**src/rtl/isa_pkg.sv**
```systemverilog
// Shared definitions for the ISA core pipeline.
//   DATA_W / ADDR_W / NREGS / CNT_W : datapath and counter sizing
//   OP_LOAD / OP_ADD                : opcode constants used by decode/execute
//   wr_req_t                        : one register-file write (enable, address, data)
package isa_pkg;

    localparam int DATA_W = 8;
    localparam int ADDR_W = 3;
    localparam int NREGS  = 1 << ADDR_W;
    localparam int CNT_W  = 16;

    localparam logic [6:0] OP_LOAD = 7'd1;
    localparam logic [6:0] OP_ADD  = 7'd2;

    typedef struct packed {
        logic              en;
        logic [ADDR_W-1:0] adr;
        logic [DATA_W-1:0] data;
    } wr_req_t;

endpackage

```
**src/rtl/isa_regfile.sv**
```systemverilog
// Architectural register file: NREGS x DATA_W, reset to reg[i] = i.
//   clk, rst_n            : clock, async active-low reset
//   wr_i                  : single write port, committed on the rising edge
//   rd_adr_{a,b,c}_i      : read addresses
//   rd_data_{a,b,c}_o     : combinational read data, bypassed from wr_i
module isa_regfile
    import isa_pkg::*;
(
    input  logic              clk,
    input  logic              rst_n,
    input  wr_req_t           wr_i,
    input  logic [ADDR_W-1:0] rd_adr_a_i,
    input  logic [ADDR_W-1:0] rd_adr_b_i,
    input  logic [ADDR_W-1:0] rd_adr_c_i,
    output logic [DATA_W-1:0] rd_data_a_o,
    output logic [DATA_W-1:0] rd_data_b_o,
    output logic [DATA_W-1:0] rd_data_c_o
);

    logic [DATA_W-1:0] mem_q [NREGS];

    always_ff @(posedge clk or negedge rst_n) begin
        if (!rst_n) begin
            for (int i = 0; i < NREGS; i++) begin
                mem_q[i] <= DATA_W'(i);
            end
        end else if (wr_i.en) begin
            mem_q[wr_i.adr] <= wr_i.data;
        end
    end

    // Same-cycle bypass so decode sees a write in the cycle it is presented.
    assign rd_data_a_o = (wr_i.en && (wr_i.adr == rd_adr_a_i)) ? wr_i.data : mem_q[rd_adr_a_i];
    assign rd_data_b_o = (wr_i.en && (wr_i.adr == rd_adr_b_i)) ? wr_i.data : mem_q[rd_adr_b_i];
    assign rd_data_c_o = (wr_i.en && (wr_i.adr == rd_adr_c_i)) ? wr_i.data : mem_q[rd_adr_c_i];

endmodule

```
**src/rtl/isa_writeback.sv**
```systemverilog
// Writeback stage: commits execute results (or host writes when execute is
// idle) into the register file, tracks sticky add overflow and retire/load
// counts, and registers a copy of the last commit.
//   ex_*            : execute result; ex_data[DATA_W] is the add carry
//   host_wr_*       : host/debug write port, accepted when execute is idle
//   rd_adr/rd_data  : three combinational bypassed read ports for decode
//   ovf_clr/ovf_flag: sticky overflow (set beats clear)
//   retire_cnt/load_cnt : wrapping commit counters
//   wb_*_q          : registered last commit
module isa_writeback
    import isa_pkg::*;
(
    input  logic              clk,
    input  logic              rst_n,
    input  logic              ex_valid,
    input  logic [ADDR_W-1:0] ex_adr,
    input  logic [DATA_W:0]   ex_data,
    input  logic              ex_load,
    input  logic              host_wr_valid,
    input  logic [ADDR_W-1:0] host_wr_adr,
    input  logic [DATA_W-1:0] host_wr_data,
    output logic              host_wr_ready,
    input  logic [ADDR_W-1:0] rd_adr_a,
    input  logic [ADDR_W-1:0] rd_adr_b,
    input  logic [ADDR_W-1:0] rd_adr_c,
    output logic [DATA_W-1:0] rd_data_a,
    output logic [DATA_W-1:0] rd_data_b,
    output logic [DATA_W-1:0] rd_data_c,
    input  logic              ovf_clr,
    output logic              ovf_flag,
    output logic [CNT_W-1:0]  retire_cnt,
    output logic [CNT_W-1:0]  load_cnt,
    output logic              wb_valid_q,
    output logic [ADDR_W-1:0] wb_adr_q,
    output logic [DATA_W-1:0] wb_data_q
);

    wr_req_t            wr_sel;
    logic               ovf_q, ovf_d;
    logic [CNT_W-1:0]   retire_q, retire_d;
    logic [CNT_W-1:0]   load_q, load_d;

    // Execute always wins; nothing commits (and nothing is bypassed) in reset.
    always_comb begin
        wr_sel = '0;
        if (rst_n) begin
            if (ex_valid) begin
                wr_sel.en   = 1'b1;
                wr_sel.adr  = ex_adr;
                wr_sel.data = ex_data[DATA_W-1:0];
            end else if (host_wr_valid) begin
                wr_sel.en   = 1'b1;
                wr_sel.adr  = host_wr_adr;
                wr_sel.data = host_wr_data;
            end
        end
    end

    assign host_wr_ready = rst_n & ~ex_valid;

    always_comb begin
        ovf_d    = ovf_q;
        retire_d = retire_q;
        load_d   = load_q;
        if (ovf_clr) begin
            ovf_d = 1'b0;
        end
        if (ex_valid) begin
            retire_d = retire_q + CNT_W'(1);
            if (ex_load) begin
                load_d = load_q + CNT_W'(1);
            end else if (ex_data[DATA_W]) begin
                ovf_d = 1'b1;
            end
        end
    end

    always_ff @(posedge clk or negedge rst_n) begin
        if (!rst_n) begin
            ovf_q      <= 1'b0;
            retire_q   <= '0;
            load_q     <= '0;
            wb_valid_q <= 1'b0;
            wb_adr_q   <= '0;
            wb_data_q  <= '0;
        end else begin
            ovf_q      <= ovf_d;
            retire_q   <= retire_d;
            load_q     <= load_d;
            wb_valid_q <= wr_sel.en;
            wb_adr_q   <= wr_sel.adr;
            wb_data_q  <= wr_sel.data;
        end
    end

    assign ovf_flag   = ovf_q;
    assign retire_cnt = retire_q;
    assign load_cnt   = load_q;

    isa_regfile u_regfile (
        .clk         (clk),
        .rst_n       (rst_n),
        .wr_i        (wr_sel),
        .rd_adr_a_i  (rd_adr_a),
        .rd_adr_b_i  (rd_adr_b),
        .rd_adr_c_i  (rd_adr_c),
        .rd_data_a_o (rd_data_a),
        .rd_data_b_o (rd_data_b),
        .rd_data_c_o (rd_data_c)
    );

endmodule

```
**config.mk**
```make
export PLATFORM = sky130hd
export DESIGN_NAME = isa_writeback
export DESIGN_NICKNAME = d
export VERILOG_FILES = /design/src/rtl/isa_pkg.sv /design/src/rtl/isa_regfile.sv /design/src/rtl/isa_writeback.sv
export SDC_FILE = /design/constraint.sdc
export NUM_CORES = 1
export LEC_CHECK = 0
export CORE_MARGIN = 4
export CORE_UTILIZATION = 55
export DETAILED_ROUTE_END_ITERATION = 10
export GPL_TIMING_DRIVEN = 0
export PLACE_DENSITY = 0.83
export SLEW_MARGIN = 0
export SYNTH_ARGS = -nofsm -noshare
export SYNTH_HDL_FRONTEND = slang
export SYNTH_SLANG_ARGS = --single-unit
```
**constraint.sdc**
```tcl
create_clock -name clk -period 2.7 [get_ports clk]
set_input_delay 0.27 -clock clk [delete_from_list [all_inputs] [get_ports clk]]
set_output_delay 0.27 -clock clk [all_outputs]
set_load 0.1 [all_outputs]
```
## After elaboration in Yosys (flattened, before gate mapping)

Cells that the tools add are included.

- $add $sub $neg: 2
- Order comparisons: 5
- Equality and inequality tests: 3
- Mux-type cells: 22
- Bitwise logic cells: 6
- Reductions and logical operators: 5

Operator list:

| operator | number |
|---|---|
| 8-bit 2-to-1 mux | 10 |
| 8-bit binary-select mux with 3-bit select | 3 |
| 64-bit bitwise mux | 1 |
| 12-bit 2-to-1 mux | 3 |
| 16-bit by 1-bit adder with 16-bit output, second input constant | 2 |
| 8-bit demux with 3-bit select | 1 |
| 4-bit greater-or-equal comparator, second input constant | 4 |
| 3-bit inverter with 4-bit output | 4 |
| 3-bit equality test | 3 |
| 1-bit logical AND | 4 |
| 4-bit by 1-bit less-than comparator with 1-bit output, second input constant | 1 |
| 1-bit 2-to-1 mux | 4 |
| 2-bit AND reduction | 1 |
| 1-bit AND | 1 |
| 1-bit inverter | 1 |

- Register bits: 109
- Input port bits: 38

## Logic depth before layout (Yosys ltp)

- Depth after elaboration: 9
- Gate-level depth with buffers: 8
- Depth with buffers taken out: 6

## Hierarchy

A second synthesis with hierarchy kept.

- Cell total of the unflattened synthesis: 441
- Area, all modules: 6424.9 um2

Modules (own cells, without submodules):

| module | times used | cells an instance | area each (um2) | seq. area each (um2) |
|---|---|---|---|---|
| isa_regfile | 1 | 273 | 4470.5 | 1616.6 |
| isa_writeback | 1 | 168 | 1954.4 | 1126.1 |

## Worst setup path after synthesis

Ideal clock, no wire load.

- Path type: input port to output port
- From: input port rst_n
- To: output port rd_data_a[0]
- Arrival: 2.873 ns
- Data required time: 2.430 ns
- Path slack: -0.443 ns
- Cell stages on the path: 7
- Path through: buf_4 -> and3_1 -> a31o_2 -> buf_6 -> xnor2_1 -> nand3_2 -> mux2i_1

RTL lines:

| item | RTL line | text |
|---|---|---|
| start, declared | isa_writeback.sv:14 | `input logic rst_n,` |
| end, declared | isa_writeback.sv:26 | `output logic [DATA_W-1:0] rd_data_a,` |

==> flow_summary_export.csv <==
group,metric,value,unit
cells_and_area,antenna_cells,0,
synthesis,yosysUniqueCellTypes,38,
clock_tree,tritoncts,"done",
sta,timing.slew.headroom,0.322,
placed_design,finalWeightedCongestion,0.828,
critical_path,critical_path_class,"primary input to output pin",
clock_tree,insertion_delay,0.36,ns
route,drt_first_iter_violations,321,
route,final_antenna_net_count,0,
pwr,design_power_total,5.90,mW
cells_and_area,layout_common_cells,"97 x dfrtp_1, 71 x clkdlybuf4s50_1, 57 x mux2_2",
critical_path,critPathSlowestCell,"clkdlybuf4s50_1",
grt,groute.usage.overall,0.261,
critical_path,crit_arrival,2.43,ns
route,route.detailed.vias_per_inst,6.28,
critical_path,path_cells,"clkdlybuf4s50_1, nor2b_4, a31o_2, buf_6, xnor2_1, nand3_4, mux2i_2, buf_6",
grt,grt_overflow_total,0,
critical_path,path_buf_inv,3,
route,post-route-drc-count,0,
cells_and_area,fillCellCount,725,
sta,worstMarginPinSlew,1.01,ns
job,maxCapViolCount,0,
sta,finalSetupViolations,1,
synthesis,synth.yosys.seq_area_share,0.439,
sta,timing.final.max_slew_violations,0,
placed_design,detailedPlacementHpwl,11200,um
critical_path,critical-path-max-stage-delay,0.50,ns
sta,finalWorstPathRequiredPeriod,2.70,ns
floorplan,floorplan.initialDensity,0.568,
synthesis,synth_fp_nets,495,
grt,largest_net_degree_at_the_start_of_global_routing,72,
floorplan,fp-row-count,38,
clock_tree,tritoncts.num_buffers,9,
synthesis,synth_area,0.00624,mm2
critical_path,critical_path_peak_fanout,8,
route,wl,16600,um
synthesis,postSynth.asyncResetShare,1.00,
sta,hold_viol,0,
synthesis,synth_area_per_cell,13.7,um2
grt,global_route_wire_length_before_repair,25500,um
floorplan,ios,108,
outcome,outcome,"finished, violations left",
route,total_via_count_after_detailed_routing,4490,
cells_and_area,finish.net_count,610,
clock_tree,clkTransAtPathRegs,0.07,ns
route,wl_per_cell,23.2,um
critical_path,critical_path.startpoint_type,"primary input",
route,drt_pass1_iterations,5,
critical_path,worst-endpoint-required,2.43,ns
placed_design,port_bufs,97,
synthesis,synthesis.yosys.warnings,0,
clock_tree,clockBufferDepth,2,
sta,post-route-period-util,1.00,
clock_tree,root_buffer,"clkbuf_16",
synthesis,postSynthCellCount,455,
placed_design,worst_slack_after_detailed_placement,-1.04,ns
cells_and_area,area_delta_synth_final,26.6,%
cells_and_area,seq_area,0.00274,mm2
grt,number_of_antenna_violations_at_the_first_check_in_global_routing,0,
pwr,power.static_leakage,3.55,nW
outcome,violated_checks,"negative setup slack",
floorplan,die-width,115,um
clock_tree,htree_levels,3,
critical_path,cp-end-kind,"output pin",
sta,setup_ws,-0.00338,ns
floorplan,design.core.area,0.0110,mm2
sta,rsz0062_at_grt,"yes",
clock_tree,cts_sinks,109,
sta,max_freq,370,MHz
worst_hold_path,min_path_type,"primary input to flip-flop",
critical_path,critPathTopFamily,"buffers and inverters",
sta,skew,0.00604,ns
synthesis,post_synth_edffs,0,
cells_and_area,multi_input_area,0.00342,mm2
synthesis,synth_ff_type,"dfrtp_1",
floorplan,die_area,0.0131,mm2
critical_path,crit_top_cell,"buf_6",
grt,first_global_vias,4658,
floorplan,die_height,115,um
cells_and_area,most_common_cell_after_layout_fill_and_taps_aside,"dfrtp_1",
pwr,cellPowerDensity,746,mW/mm2
synthesis,post_synthesis_register_bit_count,109,
cells_and_area,layout-drive-gt1-share,0.372,
pwr,peakVddDrop,0.000919,V
## synth_stat cells (3+ instances only)
cell type / number / share of area
dfstp_2: 12 / 0.051
nand3_2: 3 / 0.0048
mux2i_1: 48 / 0.077
inv_1: 11 / 0.0066
nand2_1: 36 / 0.022
dfrtp_1: 97 / 0.39
clkbuf_2: 3 / 0.0024
a22o_1: 8 / 0.011
nor3_4: 3 / 0.0078
mux2_2: 57 / 0.10
mux4_2: 48 / 0.17
nand4_1: 7 / 0.0070
o21ai_4: 3 / 0.0078
o22ai_1: 3 / 0.0030
and3_1: 8 / 0.0080
o21ai_0: 9 / 0.0072
buf_2: 10 / 0.0080
nand3_1: 10 / 0.0080
buf_4: 3 / 0.0036
xnor2_1: 28 / 0.039
xor2_1: 14 / 0.020
clkbuf_1: 6 / 0.0036
nor2_1: 8 / 0.0048
## worst paths after layout
check	from	slack, ns	cells after the start	endpoint
min in group asynchronous	rst_n	0.60	3	load_cnt[7]$_DFFE_PN0P_
min reg2reg	load_cnt[15]$_DFFE_PN0P_	0.48	1	load_cnt[15]$_DFFE_PN0P_
max in group asynchronous	rst_n	1.71	3	u_regfile.mem_q[1]$_DFFE_PN1P_
max reg2reg	retire_cnt[3]$_DFFE_PN0P_	1.17	5	retire_cnt[12]$_DFFE_PN0P_
max	host_wr_valid	-0.003	8	rd_data_c[5]
min	rst_n	0.45	4	wb_adr_q[2]$_DFF_PN0_
## where the power goes
group          switching [mW]  total [mW]  leakage (nW)  internal [mW]
Sequential              0.244        2.13          1.42           1.88
Combinational            1.62        2.38          1.97          0.765
Clock                   0.647        1.39         0.156          0.743
## metrics by stage
step            util  cells  hold slack [ns]  cell area [um2]   TNS, ns
2_1_floorplan      -    455          -0.0256             6240    -10.63
3_3_place_gp   0.673    692            0.464             7390   -651.02
3_5_place_dp   0.675    693            0.286             7410    -23.38
4_1_cts        0.707    711            0.435             7760  -0.00529
5_1_grt        0.720    715            0.444             7910    -0.139
6_report       0.720    715            0.448             7910  -0.00338
## per-layer routing
metal,vias up,share of wire,global-route usage
li1,1927,-,-
met4,0,0.027,0.0942
met5,-,0,0
met3,38,0.076,0.0788
met1,2333,0.38,0.330
met2,192,0.51,0.428
## cell type report
cell class                 instances  area share
multi-input combinational        310       0.433
sequential                       109       0.347
timing repair buffer             104       0.135
clock buffer                       9      0.0285
tap                              140      0.0222
buffer                            25      0.0172
clock inverter                     7      0.0123
inverter                          11     0.00522
## sequential cells by signal, indices dropped and copies added, names as in the netlist
register,count
wb_valid_q,1
retire_cnt,16
ovf_flag,1
load_cnt,16
wb_adr_q,3
wb_data_q,8
u_regfile.mem_q,64
## cells by family (layout without fill, tap and decap cells)
group	after synthesis	after routing	synth area share
XOR/XNOR	42	42	0.0589
adder cells (fa/ha/maj)	2	2	0.00401
AND/OR/NAND/NOR	87	87	0.0828
multiplexers	154	154	0.355
AO/OA/AOI/OAI	25	25	0.0319
buffers and inverters	36	156	0.0285
flip-flops	109	109	0.439
## repair_timing
| action | CTS | global route |
|---|---|---|
| pin swaps | 0 | 4 |
| cloned | 0 | 0 |
| hold buffers | 2 | 0 |
| endpoints found under the setup margin | 25 | 23 |
| buffers inserted | 0 | 4 |
| endpoints found under the hold margin | 38 | 0 |
| resized for setup | 159 | 25 |
## tightest hold or removal path: stages
cell,delay [ns]
buf_6,0.10
buf_4,0.18
nand2_4,0.11
inv_1,0.09
Power figures use the tool's default switching activity.
